==> config.mk <==
export PLATFORM = sky130hd
export DESIGN_NAME = memory_access_stage
export DESIGN_NICKNAME = d
export VERILOG_FILES = /design/src/rtl/memory_access_stage.sv
export SDC_FILE = /design/constraint.sdc
export NUM_CORES = 1
export LEC_CHECK = 0
export ABC_AREA = 1
export CAP_MARGIN = 20
export CORE_MARGIN = 2
export CORE_UTILIZATION = 23
export CTS_BUF_LIST = sky130_fd_sc_hd__clkbuf_8 sky130_fd_sc_hd__clkbuf_16
export CTS_CLUSTER_DIAMETER = 150
export DETAILED_ROUTE_END_ITERATION = 8
export DONT_BUFFER_PORTS = 1
export PLACE_DENSITY = 0.39
export SETUP_SLACK_MARGIN = 0.2
export SLEW_MARGIN = 20
export SYNTH_ARGS = -nofsm -noshare
export SYNTH_HDL_FRONTEND = slang
export SYNTH_SLANG_ARGS = --single-unit
==> constraint.sdc <==
create_clock -name clk -period 2.1 [get_ports clk]
set_input_delay 0.42 -clock clk [delete_from_list [all_inputs] [get_ports clk]]
set_output_delay 0.42 -clock clk [all_outputs]
set_load 0.1 [all_outputs]
==> src/rtl/memory_access_stage.sv <==
// MEM stage of the 5-stage RISC-V core: drives the data-memory bus, stalls the pipeline
// while the bus is slow, and registers MEM/WB. A request that never completes retires with sticky bus_err.
module memory_access_stage #(
   parameter int DATA_W  = 32,
   parameter int RADDR_W = 5,
   parameter int TIMEOUT = 16
) (
   input  logic               clk,
   input  logic               rst,
   input  logic               RegWriteM,
   input  logic               ResultSrcM,
   input  logic               MemWriteM,
   input  logic [DATA_W-1:0]  ALUResultM,
   input  logic [DATA_W-1:0]  WriteDataM,
   input  logic [RADDR_W-1:0] RDM,
   input  logic [DATA_W-1:0]  PCPlus4M,
   output logic               dmem_req,
   output logic               dmem_we,
   output logic [DATA_W-1:0]  dmem_addr,
   output logic [DATA_W-1:0]  dmem_wdata,
   input  logic [DATA_W-1:0]  dmem_rdata,
   input  logic               dmem_ready,
   output logic               StallM,
   output logic               bus_err,
   output logic               RegWriteW,
   output logic               ResultSrcW,
   output logic [DATA_W-1:0]  ALUResultW,
   output logic [DATA_W-1:0]  ReadDataW,
   output logic [DATA_W-1:0]  PCPlus4W,
   output logic [RADDR_W-1:0] RDW,
   output logic [DATA_W-1:0]  ResultW,
   output logic               fsm_state
);

   localparam int CNT_W = $clog2(TIMEOUT) + 1;
   localparam logic [CNT_W-1:0] CNT_LAST = CNT_W'(TIMEOUT - 1);

   typedef enum logic {IDLE = 1'b0, WAIT = 1'b1} state_t;

   state_t state, state_next;
   logic [CNT_W-1:0] cnt, cnt_next;

   // Copy of the stalled instruction; drives the bus and retires from here while in WAIT.
   logic               lat_we, lat_regwrite, lat_resultsrc;
   logic [DATA_W-1:0]  lat_alu, lat_wdata, lat_pc4;
   logic [RADDR_W-1:0] lat_rd;

   logic               access, capture, err_set;
   logic               req_raw, we_raw, stall_raw;
   logic [DATA_W-1:0]  addr_raw, wdata_raw;
   logic               wb_regwrite_d, wb_resultsrc_d;
   logic [DATA_W-1:0]  wb_alu_d, wb_read_d, wb_pc4_d;
   logic [RADDR_W-1:0] wb_rd_d;

   assign access = MemWriteM | ResultSrcM;

   // Bus handshake: a request completes in the cycle where dmem_req && dmem_ready; until then
   // dmem_we, dmem_addr and dmem_wdata are held stable by the WAIT copy.
   always_comb begin
      state_next     = state;
      cnt_next       = cnt;
      capture        = 1'b0;
      err_set        = 1'b0;
      req_raw        = 1'b0;
      we_raw         = MemWriteM;
      addr_raw       = ALUResultM;
      wdata_raw      = WriteDataM;
      stall_raw      = 1'b0;
      wb_regwrite_d  = 1'b0;
      wb_resultsrc_d = 1'b0;
      wb_alu_d       = '0;
      wb_read_d      = '0;
      wb_pc4_d       = '0;
      wb_rd_d        = '0;
      case (state)
         IDLE: begin
            req_raw = access;
            if (access && !dmem_ready) begin
               stall_raw  = 1'b1;
               capture    = 1'b1;
               cnt_next   = '0;
               state_next = WAIT;
            end else begin
               wb_regwrite_d  = RegWriteM;
               wb_resultsrc_d = ResultSrcM;
               wb_alu_d       = ALUResultM;
               wb_pc4_d       = PCPlus4M;
               wb_rd_d        = RDM;
               wb_read_d      = (ResultSrcM && dmem_ready) ? dmem_rdata : '0;
            end
         end
         WAIT: begin
            req_raw   = 1'b1;
            we_raw    = lat_we;
            addr_raw  = lat_alu;
            wdata_raw = lat_wdata;
            if (dmem_ready || cnt == CNT_LAST) begin
               // Completion and timeout both retire the held instruction; ready wins a tie.
               wb_regwrite_d  = lat_regwrite;
               wb_resultsrc_d = lat_resultsrc;
               wb_alu_d       = lat_alu;
               wb_pc4_d       = lat_pc4;
               wb_rd_d        = lat_rd;
               wb_read_d      = (dmem_ready && lat_resultsrc) ? dmem_rdata : '0;
               err_set        = !dmem_ready;
               state_next     = IDLE;
            end else begin
               stall_raw = 1'b1;
               cnt_next  = cnt + CNT_W'(1);
            end
         end
         default: state_next = IDLE;
      endcase
   end

   always_ff @(posedge clk or negedge rst) begin
      if (!rst) begin
         state         <= IDLE;
         cnt           <= '0;
         bus_err       <= 1'b0;
         lat_we        <= 1'b0;
         lat_regwrite  <= 1'b0;
         lat_resultsrc <= 1'b0;
         lat_alu       <= '0;
         lat_wdata     <= '0;
         lat_pc4       <= '0;
         lat_rd        <= '0;
         RegWriteW     <= 1'b0;
         ResultSrcW    <= 1'b0;
         ALUResultW    <= '0;
         ReadDataW     <= '0;
         PCPlus4W      <= '0;
         RDW           <= '0;
      end else begin
         state <= state_next;
         cnt   <= cnt_next;
         if (err_set) bus_err <= 1'b1;
         if (capture) begin
            lat_we        <= MemWriteM;
            lat_regwrite  <= RegWriteM;
            lat_resultsrc <= ResultSrcM;
            lat_alu       <= ALUResultM;
            lat_wdata     <= WriteDataM;
            lat_pc4       <= PCPlus4M;
            lat_rd        <= RDM;
         end
         RegWriteW  <= wb_regwrite_d;
         ResultSrcW <= wb_resultsrc_d;
         ALUResultW <= wb_alu_d;
         ReadDataW  <= wb_read_d;
         PCPlus4W   <= wb_pc4_d;
         RDW        <= wb_rd_d;
      end
   end

   // Bus and stall are gated by reset so an access in flight is dropped the instant rst falls.
   assign dmem_req   = rst & req_raw;
   assign dmem_we    = rst & we_raw;
   assign dmem_addr  = rst ? addr_raw : '0;
   assign dmem_wdata = rst ? wdata_raw : '0;
   assign StallM     = rst & stall_raw;
   assign ResultW    = ResultSrcW ? ReadDataW : ALUResultW;
   assign fsm_state  = (state == WAIT);

endmodule

After elaboration in Yosys (flattened, before gate mapping)
Index checks and enable logic that the tools add are counted.
{"block": "word_totals", "ff_bits": 214, "out_inout_bits": 204}
{"block": "op_classes", "n_addsub": 1, "n_eq_ne": 3, "muxes": 36, "n_bitwise": 5, "reduce_logical": 6}
{"op": "two-way mux 32 bit", "count": 13}
{"op": "one-hot mux 32 bit (2 select lines)", "count": 3}
{"op": "two-way mux 5 bit", "count": 4}
{"op": "one-hot mux 5 bit (2 select lines)", "count": 2}
{"op": "two-way mux 1 bit", "count": 10}
{"op": "one-hot mux 1 bit (2 select lines)", "count": 4}
{"op": "adder 5 x 1 -> 5 bit (second input constant)", "count": 1}
{"op": "equality test 5 x 4 -> 1 bit (second input constant)", "count": 1}
{"op": "inequality test 2 bit (second input constant)", "count": 2}
{"op": "bitwise AND 1 bit", "count": 3}
{"op": "logical AND 1 bit", "count": 3}
{"op": "AND reduction 2 bit", "count": 1}
{"op": "zero test 1 bit", "count": 1}
{"op": "logical OR 1 bit", "count": 1}
{"op": "NOT 1 bit", "count": 1}
{"op": "bitwise OR 1 bit", "count": 1}

Depth between registers and ports, before layout
Gate-level depths: netlist (run 1).
{"block": "logic_depth", "ltp_word": 5, "depth_mapped": 8}

Worst setup path before layout (run 1)
Ideal clock, no wire load.
{"block": "synth_path", "path_kind": "reg-to-output", "from": "register state (netlist: fsm_state)", "to": "output port dmem_addr[24]", "t_arrival_ns": 3.027, "slack_ns": -1.347, "path_stages_with_launch": 5, "n_path_buf": 2, "path_cell_list": "dfrtp_1 > buf_2 > buf_2 > nand2_1 > a21oi_1"}
{"block": "synth_between", "elab_chain_cells": 2}
{"element": "start: declaration", "line_no": "40", "source": "state_t state, state_next;"}
{"element": "start signal: assignment", "line_no": "135", "source": "state <= state_next;"}
{"element": "two-way mux 32 bit", "line_no": "75", "source": "case (state)"}
{"element": "two-way mux 32 bit", "line_no": "159", "source": "assign dmem_addr = rst ? addr_raw : '0;"}
{"element": "end: declaration", "line_no": "19", "source": "output logic [DATA_W-1:0] dmem_addr,"}
Every way passes these cells.

Worst setup path in the final report (run 1)
{"block": "layout_path", "from": "register cnt[1]", "to": "output port StallM"}
{"block": "layout_between", "elab_chain_cells": 5}
{"element": "start: declaration", "line_no": "41", "source": "logic [CNT_W-1:0] cnt, cnt_next;"}
{"element": "start signal: assignment", "line_no": "136", "source": "cnt <= cnt_next;"}
{"element": "equality test 5 x 4 -> 1 bit", "line_no": "97", "source": "if (dmem_ready || cnt == CNT_LAST) begin"}
{"element": "logical OR 1 bit", "line_no": "97"}
{"element": "two-way mux 1 bit", "line_no": "97"}
{"element": "one-hot mux 1 bit (2 select lines)", "line_no": "75"}
{"element": "bitwise AND 1 bit", "line_no": "161", "source": "assign StallM = rst & stall_raw;"}
{"element": "end: declaration", "line_no": "23", "source": "output logic StallM,"}
Every way passes these cells.

==> impl.org, run 1 <==
** Pwr
- In this run the power spent charging and discharging nets is 7.597 mW.
- Per report_power, the sequential group accounts for 31.2% of the total.
- IR analysis of the VDD net gives a maximum drop of 0.5709 mV.
- In this run, the combinational gates consume 43.9% of the power.
- Total power :: 17.03 mW
- In this run the power density over the cells is 1123 nW/um^2.
- Standby leakage power :: 7.127 nW
- Internal power :: 9.438 mW
- Switching Share :: 44.60%
- In this run, the clock network consumes 24.9% of the power.

** Final layout
- From synthesis to final layout, the design area changed by 61.66%.
- Across the whole layout, storage elements account for 5371 um^2.
- The finished layout holds 1,803 standard cells, fillers aside.
- The repair_antennas step left the layout with diodes totalling 0.
- The multi-input combinational cells in the finished layout cover a total of 4481 um^2.
- Of the cells placed in the final design, the portion with a size suffix greater than 1 is 38.65%.
- Leaving out fill and tap cells, the most frequent cell in the layout is sky130_fd_sc_hd__dfrtp_1.
- Post-route core utilization :: 37.91%
- Leaving out fill and tap cells, the most frequent cells in the layout are 205 x sky130_fd_sc_hd__dfrtp_1, 170 x sky130_fd_sc_hd__o21ai_0, 154 x sky130_fd_sc_hd__inv_1.
- Number of nets in the final layout :: 1,400
- # fillers :: 3,987
- Final design instance area without fill :: 15,170 um^2

** GRT
- Number of global-route vias before repair :: 7,909
- The number of antenna violations at the first check in global routing was 0.
- Entering global routing, the biggest net connects 249 pins.
- Across every metal layer, demand over resource in global routing totals 14.11%.
- Gr ovfl total :: 0
- First-pass GRT wire length :: 46,920 um

** Worst setup path
- Crit Path Max Fanout :: 2
- STA classifies the critical path endpoint as an output port.
- The cell that appears most often on the critical path is sky130_fd_sc_hd__ha_2.
- On the critical path, the stage with the largest delay is an instance of sky130_fd_sc_hd__dfrtp_1.
- Walking the worst path, the cells encountered are ha_2, nand2_2, nor2_2, ha_2, nor2_4, nand2_4, a21oi_4, buf_12.
- For the worst setup path, the data required time is 1680 ps.
- Type of origin of the critical path :: flop
- Maximum single-stage delay on the critical path :: 380 ps
- The critical path is of the flop to output port type.
- Data arrives at the worst endpoint at 1940 ps.

** Run status
- The run finished, with violations left.
- Violations in the final reports :: negative hold slack, negative setup slack

** Logic synthesis
- Synthesis handed over a netlist of 1,050 instances.
- Number of enable-type register cells in the synthesized netlist :: 0
- Leading area contributor after synthesis :: sky130_fd_sc_hd__dfrtp_1
- Summing every instance area after synthesis gives 9381 um^2.
- Most area-consuming cells after synthesis :: sky130_fd_sc_hd__dfrtp_1 57%, sky130_fd_sc_hd__o21ai_0 11%, sky130_fd_sc_hd__nand2_1 7.3%
- Leading register cell type out of synthesis :: sky130_fd_sc_hd__dfrtp_1
- For this run, asynchronously set or reset flops after synthesis account for 100.0%.
- Synthesis inferred 214 register bits.
- The average instance in the mapped netlist occupies 8.935 um^2.
- Synth Warn # :: 0
- The number of nets handed over by synthesis was 1,191.
- Distinct cell type count after synthesis :: 22
- In this run the biggest area consumer among cell types represents 57.08% of the synthesized area.
- The share of the Yosys chip area taken by registers is 57.08%.

** Route
- Total number of vias :: 8,008
- Once detail routing completed, the nets flagged for antenna violations numbered 0.
- The pre-antenna-repair detailed-routing pass consisted of 6 iterations.
- Via/cell ratio :: 4.441
- Initial DRC Count :: 315
- For this run, design rule violations remaining after detail routing come to 0.
- Wires add up to 31,820 um.
- Dividing the detail-routed wire length by the instance count gives 17.65 um.

** Clock tree
- Clock tree from TritonCTS :: built
- CTS Root Cell :: sky130_fd_sc_hd__clkbuf_16
- In this run the number of H-tree levels came out at 1.
- Clock-pin slew on the worst setup and hold paths :: 60 ps
- CTS saw 214 sinks.
- In this run the deepest clock path goes through 3 buffers.
- TritonCTS buffer count :: 26
- Post-CTS Hold Buffers :: 10
- For the worst-skew pair, the clock arrives at the later sink with an insertion delay of 530 ps.

** Hold path
- Worst min path class :: primary input to asynchronous set/reset pin

** Placed design
- Port buffering added 0 buffers.
- Post-Place Worst Slack :: 135.7 ps
- Total half-perimeter wirelength after legalization and detailed placement :: 19,750 um
- Placed inst area :: 13,200 um^2
- At the end of routability-driven placement, the weighted congestion stood at 0.7355.
- Number of cells after detailed placement :: 1,702

** Timing
- Once routing completed, OpenROAD measured the worst setup slack at -258.8 ps.
- On the final layout, the worst hold slack is -408.8 ps.
- Setup violations remaining at the end of the flow were counted as 97.
- Setup total negative slack on the finished layout was measured at -15,140 ps.
- For this run, the top clock speed supported by timing is 423.9 MHz.
- The worst pin sits at a relative slew slack of 24.54%.
- Setup repair after global routing could not meet its margin everywhere.
- In the finished design, the share of the clock period the worst path needs comes to 112.3%.
- Actual slew at the worst max-slew pin :: 1132 ps
- The max-slew violation count was 0.
- The number of failing hold endpoints at the final stage came to 214.
- Subtracting the final worst setup slack from the clock period gives 2359 ps.
- On the final layout, the worst clock skew is 7.382 ps.

** Job
- Max-cap violations :: 0

** Floorplan
- DIE WIDTH :: 206.0 um
- The total area inside the core boundary comes to 40,010 um^2.
- The initial utilization of the core area, before any placement, comes to 23.45%.
- Pin placement for this block handled 343 I/O pins.
- The die covers 42,420 um^2.
- Site row count :: 73
- Height of the chip :: 206.0 um
==> metal layers <==
metal / vias up / global-route usage, % / share of wire [%]
met3: 38 / 4.147 / 8.0
met2: 230 / 23.60 / 49
met1: 3917 / 17.84 / 41
met4: 0 / 3.495 / 1.7
li1: 3823 / - / -
met5: - / 0 / 0
==> cell usage after synthesis, types with 2 or more instances <==
library cell and instances:
sky130_fd_sc_hd__dfrtp_1 214, sky130_fd_sc_hd__o21ai_0 205, sky130_fd_sc_hd__nand2_1 182, sky130_fd_sc_hd__inv_1 144
sky130_fd_sc_hd__nand3_1 80, sky130_fd_sc_hd__a21oi_1 66, sky130_fd_sc_hd__clkbuf_1 41, sky130_fd_sc_hd__buf_2 33
sky130_fd_sc_hd__a21boi_0 32, sky130_fd_sc_hd__mux2_2 30, sky130_fd_sc_hd__nor2_1 4, sky130_fd_sc_hd__o21ai_1 4
sky130_fd_sc_hd__or2_2 3, sky130_fd_sc_hd__ha_1 2, sky130_fd_sc_hd__inv_2 2, sky130_fd_sc_hd__mux2_1 2
==> kinds of logic after synthesis <==
logic type               after synthesis  share of synthesized area (%)
flip-flops                           214                          57.08
AO/OA/AOI/OAI                        308                          17.32
adder cells (fa/ha/maj)                2                         0.2667
AND/OR/NAND/NOR                      272                          12.15
buffers and inverters                222                          9.336
multiplexers                          32                          3.841
==> final cells by class <==
cell class,count,share of cell area (%)
inverters,147,3.729
clock buffers,31,4.818
repair buffers,254,21.52
clock inverters,16,0.4785
well taps,525,4.331
multi-input cells,614,29.54
repair inverters,2,0.1650
flip-flops and latches,214,35.42
==> path summary, 6_finish.rpt <==
check	from	endpoint	slack, ps	depth (start not counted)
max in group asynchronous	rst	PCPlus4W[12]	1580	0
max reg2reg	cnt[1]	ALUResultW[26]	300	9
min reg2reg	lat_pc4[14]	lat_pc4[14]	480	2
min in group clk	PCPlus4M[12]	lat_pc4[12]	30	2
min	rst	ReadDataW[25]	-410	0
max	cnt[1]	StallM	-260	8
==> what timing repair did <==
item	4_1_cts	5_1_grt
hold endpoints to repair	224	214
setup buffers	18	14
resized for setup	83	88
endpoints found under the setup margin	102	106
gates cloned	5	7
pin swaps	4	21
==> sequential cells by signal, summed over array words and instances, names as in the netlist, 5 cells and up <==
register and flops:
ALUResultW 32, PCPlus4W 32, RDW 5, ReadDataW 32, cnt 5, lat_alu 32
lat_pc4 32, lat_rd 5, lat_wdata 32
==> power by group through the flow <==
stage	Combinational, mW	Sequential (mW)	Clock, mW
floorplan	3.65	6.91	0
global placement	6.89	5.28	0
detailed placement	6.93	5.28	0
CTS	7.25	5.25	4.40
global route	7.83	5.39	4.56
finish	7.48	5.31	4.24
==> worst max-delay path, delay by kind of cell (launching register included) <==
kind	cells	cell delay, ps
adder cells (fa/ha/maj)	2	390
flip-flops	1	380
buffers and inverters	1	190
AND/OR/NAND/NOR	4	310
AO/OA/AOI/OAI	1	140
Note: power is estimated with default switching activity, not from simulation.
==> inputs of run 2 (changes only) <==
--- a/config.mk
+++ b/config.mk
@@ -6,13 +6,13 @@
 export NUM_CORES = 1
 export LEC_CHECK = 0
 export ABC_AREA = 1
-export CAP_MARGIN = 20
 export CORE_MARGIN = 2
 export CORE_UTILIZATION = 23
 export CTS_BUF_LIST = sky130_fd_sc_hd__clkbuf_8 sky130_fd_sc_hd__clkbuf_16
 export CTS_CLUSTER_DIAMETER = 150
 export DETAILED_ROUTE_END_ITERATION = 8
 export DONT_BUFFER_PORTS = 1
+export GPL_TIMING_DRIVEN = 1
 export PLACE_DENSITY = 0.39
 export SETUP_SLACK_MARGIN = 0.2
 export SLEW_MARGIN = 20
==> constraint.sdc (replaced) <==
create_clock -name clk -period 2.4 [get_ports clk]
set_input_delay 0.48 -clock clk [delete_from_list [all_inputs] [get_ports clk]]
set_output_delay 0.48 -clock clk [all_outputs]
set_load 0.1 [all_outputs]
==> run 2 against run 1 <==
The flow still finishes with violations (negative hold slack, negative setup slack); utilization grew 0.28 points; count of clock-buffer cells in the layout is 2 higher; sequential share of layout area fell by 0.34 points; die area is the same; clock power is 4% lower; critical path depth shrank 4; via count down 1.4%; final area rose by 0.75%; cell count grew 0.72%; register-to-register slack is essentially flat; combinational power decreased by 10%; setup slack better by 180 ps; largest power group unchanged.
==> impl.org, run 2 (synthesized netlist as in run 1, its figures left out) <==
** Final layout
- The top cell types in the final layout, fill and taps aside, are 212 x sky130_fd_sc_hd__dfrtp_1, 176 x sky130_fd_sc_hd__o21ai_0, 161 x sky130_fd_sc_hd__nand2_1.
- # fillers :: 3,986 (-0.025%)
- Number of nets in the final layout :: 1,413 (+0.93%)
- Relative to the synthesized area, the layout overhead comes to 62.87%.
- Proportion of layout cells with a drive suffix above 1 :: 35.32% (-3.3 points)
- Final standard cell count with taps included and fillers excluded :: 1,816 (+0.72%)
- The number of diodes is 0 (unchanged).
- The library cell used most frequently in the layout, excluding fill and tap cells, is sky130_fd_sc_hd__dfrtp_1.
- The total non-filler cell area in the finished layout came to 15,280 um^2 (+0.75%).
- The post-layout utilization of the core was 38.19% (+0.28 points).

** Floorplan
- The width of the die was 206.0 um (unchanged).
- The number of ports placed on the die boundary is 343 (unchanged).
- The starting density of the core came to 23.45% (unchanged).
- Height of the chip :: 206.0 um (unchanged)
- The die footprint came to 42,420 um^2 (unchanged).
- The row count was 73 (unchanged).
- Area of the placeable core :: 40,010 um^2 (unchanged)

** Pwr
- The total leakage power was 7.177 nW (+0.71%).
- The total power per unit cell area is 1007 nW/um^2 (-10%).
- The total power of the final layout was 15.39 mW (-9.7%).
- Peak ir drop on the vdd network :: 0.5160 mV (-9.6%)

** Route
- The via count is 7,899 (-1.4%).
- Average wire per cell in the routed design :: 17.39 um (-1.5%)
- Initial DRC Count :: 293 (-7.0%)
- The total routed wirelength came to 31,580 um (-0.76%).
- The post-detailed-route count of antenna-violating nets was 0 (unchanged).
- Via/cell ratio :: 4.350 (-2.1%)
- The DRC violation count after routing is 0 (unchanged).
- Number of detailed-routing iterations run before antenna repair :: 5 (-1)

** Timing
- The max-slew violation count is 0 (unchanged).
- The final setup TNS is -1343 ps (+13,800 ps).
- Setup repair after global routing missed its margin :: yes
- Static timing analysis puts the maximum clock frequency at 403.7 MHz.
- Worst setup slack after layout :: -77.06 ps (+181.8 ps)
- The number of failing hold endpoints at the final stage is 214 (unchanged).
- Actual slew at the worst max-slew pin :: 1055 ps (-76.88 ps)
- Min cycle time layout :: 2477 ps
- Layout Skew :: 15.90 ps (+8.513 ps)
- Setup-violating endpoint count in the final report :: 35 (-64%)
- Hold_ws :: -348.1 ps (+60.68 ps)
- Tightest slew margin relative to the limit :: 29.66% (+5.1 points)
- Post-route fraction of the period consumed by the critical path :: 103.2%

** Worst setup path
- The worst setup path is captured at an output port.
- STA classifies the critical path startpoint as a primary input.
- The critical path is of the primary input to output port type.
- Crit Path Max Fanout :: 248 (+246)
- The worst endpoint data arrival time is 2000 ps (+60 ps).
- The required time of the critical path is 1920 ps (+240 ps).

** GRT
- The via count of the first global-routing pass came to 7,863 (-0.58%).
- The largest net degree at the start of global routing is 249 (unchanged).
- First-pass GRT wire length :: 47,130 um (+0.44%)
- Overall Global Routing Usage :: 14.27% (+0.16 points)
- The number of antenna violations at the first check in global routing came to 0 (unchanged).
- Gr ovfl total :: 0 (unchanged)

** Run status
- Status :: complete, but fails checks
- The checks that failed: negative hold slack, negative setup slack.

** Clock tree
- TritonCTS buffer count :: 27 (+3.8%)
- Clock tree sinks :: 214 (unchanged)
- Clock-pin slew on the worst setup and hold paths :: 60 ps (about the same)
- The number of buffers between clock root and the deepest sink is 3 (unchanged).
- CTS Root Cell :: sky130_fd_sc_hd__clkbuf_16
- H-tree depth reported by CTS :: 1 (unchanged)
- The clock latency of the later-clocked register in the worst-skew pair was 540 ps (about the same).
- TritonCTS built the clock tree.

** Placed design
- The cell count after placement came to 1,728 (+1.5%).
- Placed inst area :: 13,530 um^2 (+2.6%)
- Total of buffers placed on input and output ports :: 0 (unchanged)
- Routability cong. :: 0.7334 (-0.29%)
- The placed wire-length estimate after detailed placement came to 19,960 um (+1.0%).

** Job
- The max-capacitance violation count is 0 (unchanged).

** Hold path
- Worst min path class :: primary input to asynchronous set/reset pin
[run 2: cell types whose count changed in the layout (fill, tap and decap cells not counted), moves of 10 or more]
cell                            previous run  this run
sky130_fd_sc_hd__nand2_1                 126       161
sky130_fd_sc_hd__nand2_2                  33        20
sky130_fd_sc_hd__o21ai_1                   5        23
sky130_fd_sc_hd__o21ai_2                  31         8
sky130_fd_sc_hd__dlygate4sd3_1            10         0
sky130_fd_sc_hd__nand2_4                  20         1
sky130_fd_sc_hd__buf_12                   82       105
[run 2: power by group]
group	leakage (nW)	internal [mW]	switching, mW
Clock	0.472	2.53	1.54
Combinational	3.98	2.07	4.65
Sequential	2.73	4.22	0.367
[run 2: path summary, 6_finish.rpt]
path                                  start             to  slack, ps  depth (start not counted)
worst max-delay path                    rst  dmem_addr[20]        -80                          4
worst min-delay path                    rst         RDW[2]       -350                          0
worst max register to register    fsm_state    lat_pc4[20]        290                          6
worst min register to register  lat_pc4[27]    lat_pc4[27]        480                          2
max in group asynchronous               rst     ResultSrcW       1950                          0
min in group clk                     RDM[4]      lat_rd[4]         80                          2
[run 2: critical path: stages]
cell and delay, ps:
sky130_fd_sc_hd__clkinv_2 390, sky130_fd_sc_hd__buf_12 310, sky130_fd_sc_hd__a21oi_4 190, sky130_fd_sc_hd__buf_12 200
[run 2: routing by layer]
layer,routed length (um),share of wire (%),track usage (%)
met2,15440,49,23.87
met1,12750,40,17.65
met3,2949,9.3,5.456
met4,440,1.4,2.474
met5,0,0,0
[run 2: repair_timing]
item,4_1_cts,5_1_grt
resized for setup,78,50
endpoints found under the hold margin,214,214
setup buffers,14,15
setup endpoints to repair,100,100
cloned,5,6
pin swaps,4,5
[run 2: cell type report]
type | count | area [um^2] | area share (%)
tap | 525 | 656.9 | 4.299
timing repair inverter | 2 | 25.02 | 0.1638
inverter | 147 | 569.3 | 3.726
clock inverter | 15 | 143.9 | 0.9417
timing repair buffer | 266 | 3607 | 23.61
multi-input combinational | 614 | 4159 | 27.22
clock buffer | 33 | 758.2 | 4.962
sequential | 214 | 5360 | 35.08
[run 2: per-stage QoR]
| stage | worst slack (ps) | hold WS (ps) |
|---|---|---|
| after floorplan | 188.7 | 184.4 |
| after global placement | 367.2 | 193.7 |
| after detailed placement | 348.6 | 194.5 |
| after CTS | -77.25 | -392.3 |
| after global routing | -103.7 | -380.9 |
| final | -77.06 | -348.1 |
==> inputs of run 3 (changes only) <==
--- a/config.mk
+++ b/config.mk
@@ -19,3 +19,4 @@
 export SYNTH_ARGS = -nofsm -noshare
 export SYNTH_HDL_FRONTEND = slang
 export SYNTH_SLANG_ARGS = --single-unit
+export TNS_END_PERCENT = 1
==> run 3 against run 2 <==
The run still ends with negative hold slack, negative setup slack left; worst hold slack got worse by 11 ps; cell count decreased by 1.7%; count of clock-buffer cells in the layout increased by 3; total power decreased by 2.6%; critical endpoint is now StallM; setup slack improved by 48 ps; fmax increased by 2.0%; non-clock buffer count decreased by 31; sequential share of layout area increased by 1.1 points; final area decreased by 3.1%; utilization decreased by 1.2 points; sequential power about the same; largest cell class unchanged.
==> impl.org, run 3 (synthesized netlist as in run 1, its figures left out) <==
** Final layout
- The fraction of layout cells with a size suffix above 1 is 33.44% (-1.9 points).
- Leaving out fill and tap cells, the most frequent cell in the layout is sky130_fd_sc_hd__dfrtp_1.
- The post-layout utilization of the core is 37.00% (-1.2 points).
- Final standard cell count with taps included and fillers excluded :: 1,785 (-1.7%)
- Most frequent cells in the layout :: 212 x sky130_fd_sc_hd__dfrtp_1, 179 x sky130_fd_sc_hd__nand2_1, 174 x sky130_fd_sc_hd__o21ai_0
- The net total in the final layout is 1,380 (-2.3%).
- The total non-filler cell area in the finished layout was 14,800 um^2 (-3.1%).
- Area overhead of the layout relative to synthesis :: 57.79%

** Pwr
- Combinational cell fraction of total power :: 43.3% (-0.4 points)
- The net switching power of the design came to 6.551 mW (-0.21%).
- PD cells :: 1013 nW/um^2 (+0.54%)
- The total leakage power came to 6.931 nW (-3.4%).
- The switching portion of total power came to 43.70% (+1.0 points).
- The sequential share of power came to 30.5% (+0.7 points).
- The power share of the clock group came to 26.2% (-0.3 points).
- Internal power :: 8.439 mW (-4.4%)
- The largest voltage drop on the vdd net was 0.5093 mV (-1.3%).
- Total power :: 14.99 mW (-2.6%)

** Run status
- Status :: complete, but fails checks
- Violations in the final reports :: negative hold slack, negative setup slack

** Route
- The via count is 7,802 (-1.2%).
- The total routed wirelength came to 30,330 um (-3.9%).
- DRC :: 0 (unchanged)
- The post-detailed-route count of antenna-violating nets is 0 (unchanged).
- The detail-routed via count per cell is 4.371 (+0.49%).
- Number of detailed-routing iterations run before antenna repair :: 4 (-1)
- The first-iteration detailed-routing DRC count is 336 (+15%).
- Average wire per cell in the routed design :: 16.99 um (-2.3%)

** Clock tree
- Clock-pin slew on the worst setup and hold paths :: 60 ps (about the same)
- CTS placed an instance of sky130_fd_sc_hd__clkbuf_16 at the clock tree root.
- The CTS H-tree depth came to 1 (unchanged).
- Clock tree sinks :: 214 (unchanged)
- TritonCTS buffer count :: 27 (unchanged)
- Number of buffers on the longest clock path :: 3 (unchanged)
- TritonCTS built the clock tree.
- The clock latency of the later-clocked register in the worst-skew pair is 540 ps (about the same).

** Floorplan
- Area of the placeable core :: 40,010 um^2 (unchanged)
- # IOs :: 343 (unchanged)
- Site row count :: 73 (unchanged)
- The y dimension of the die is 206.0 um (unchanged).
- The die footprint came to 42,420 um^2 (unchanged).
- Starting density of the core :: 23.45% (unchanged)
- DIE WIDTH :: 206.0 um (unchanged)

** Timing
- The number of failing hold endpoints at the final stage came to 214 (unchanged).
- Setup repair after global routing could not meet its margin everywhere.
- The transition at the pin with the smallest max-transition slack came to 930.2 ps (-124.8 ps).
- Hold_ws :: -359.5 ps (-11.41 ps)
- The setup violation total in the final timing report is 9 (-74%).
- Max-slew violation total from the final report :: 0 (unchanged)
- Worst setup slack after layout :: -29.04 ps (+48.02 ps)
- The shortest period the worst path allows was 2429 ps (-48.02 ps).
- Tightest slew margin relative to the limit :: 37.99% (+8.3 points)
- The peak clock frequency supported by timing came to 411.7 MHz (+2.0%).
- Post-route fraction of the period consumed by the critical path :: 101.2% (-2.0 points)
- The final worst clock skew is 9.064 ps (-6.832 ps).

** Worst setup path
- Crit Path Max Fanout :: 22 (-91%)
- Type of origin of the critical path :: flop
- The required time of the critical path is 1920 ps (about the same).
- Worst setup EP type :: output port
- The worst endpoint data arrival time came to 1950 ps (-50 ps).
- The setup path with the least slack is of type flop to output port.

** GRT
- The leftover overflow at the end of global routing was 0 (unchanged).
- The first-pass GRT wire length came to 46,500 um (-1.3%).
- The global routing usage summed across all routing layers was 14.02% (-0.25 points).
- The via count of the first global-routing pass came to 7,795 (-0.86%).
- Largest net degree at the start of global routing :: 249 (unchanged)
- Initial antenna violation count :: 1 (+1)

** Placed design
- The cell count after placement was 1,728 (unchanged).
- Placed inst area :: 13,530 um^2 (about the same)
- The total of buffers placed on input and output ports is 0 (unchanged).
- Routability cong. :: 0.7093 (-3.3%)
- The placed wire-length estimate after detailed placement came to 19,630 um (-1.6%).

** Hold path
- The path class of the tightest hold or removal check is primary input to asynchronous set/reset pin.

** Job
- Max-cap violations :: 0 (unchanged)
run 3: stage by stage:
stage | TNS (ps) | worst slack (ps)
6_report | -82.59 | -29.04
3_5_place_dp | 0 | 328.0
2_1_floorplan | -212.1 | -7.069
4_1_cts | -2144 | -74.05
3_3_place_gp | 0 | 347.1
5_1_grt | -3762 | -123.8
run 3: area by class of cell:
class                           count  area (um^2)
Fill cell                        4002        25200
Clock inverter                     13        67.56
Timing Repair Buffer              235         3197
Inverter                          147        565.5
Sequential cell                   214         5360
Antenna cell                        1        2.502
Tap cell                          525        656.9
Clock buffer                       36        799.5
Multi-Input combinational cell    614         4154
run 3: timing repair:
action / in CTS / in global routing
endpoints found under the hold margin: 214 / 214
cloned: 2 / 0
pin swaps: 2 / 0
setup buffers: 5 / 0
endpoints found under the setup margin: 99 / 119
resized for setup: 72 / 36
run 3: layer usage:
metal  global-route usage [%]  wire length (um)  share of wire (%)
met2                    22.82             14170                 47
met5                        0                 0                  0
met1                    17.48             12540                 41
met4                    3.648               709                2.3
met3                    5.235              2905                9.6
run 3: worst max-delay path, cell delays in order, from the launching register on:
cell                      delay, ps
sky130_fd_sc_hd__dfrtp_4        540
sky130_fd_sc_hd__inv_12         150
sky130_fd_sc_hd__buf_16         200
sky130_fd_sc_hd__nand3_4        130
sky130_fd_sc_hd__a21oi_4        190
sky130_fd_sc_hd__buf_12         190
run 3: final timing paths:
check / from / to / slack [ps] / cells past startpoint
setup / recovery: fsm_state / StallM / -30 / 5
hold / removal: rst / ReadDataW[28] / -360 / 0
setup reg to reg: fsm_state / ReadDataW[28] / 370 / 7
hold reg to reg: lat_pc4[17] / lat_pc4[17] / 480 / 2
max in group asynchronous: rst / lat_pc4[23] / 2430 / 0
min in group clk: RDM[4] / lat_rd[4] / 70 / 2
run 3: power by group through the flow:
| stage | logic (mW) | clock network, mW | registers [mW] |
|---|---|---|---|
| after detailed placement | 6.32 | 0 | 4.59 |
| after CTS | 6.51 | 4.09 | 4.55 |
| after global placement | 6.29 | 0 | 4.59 |
| final | 6.49 | 3.93 | 4.57 |
| after floorplan | 3.02 | 0 | 6.03 |
| after global routing | 6.81 | 4.23 | 4.65 |
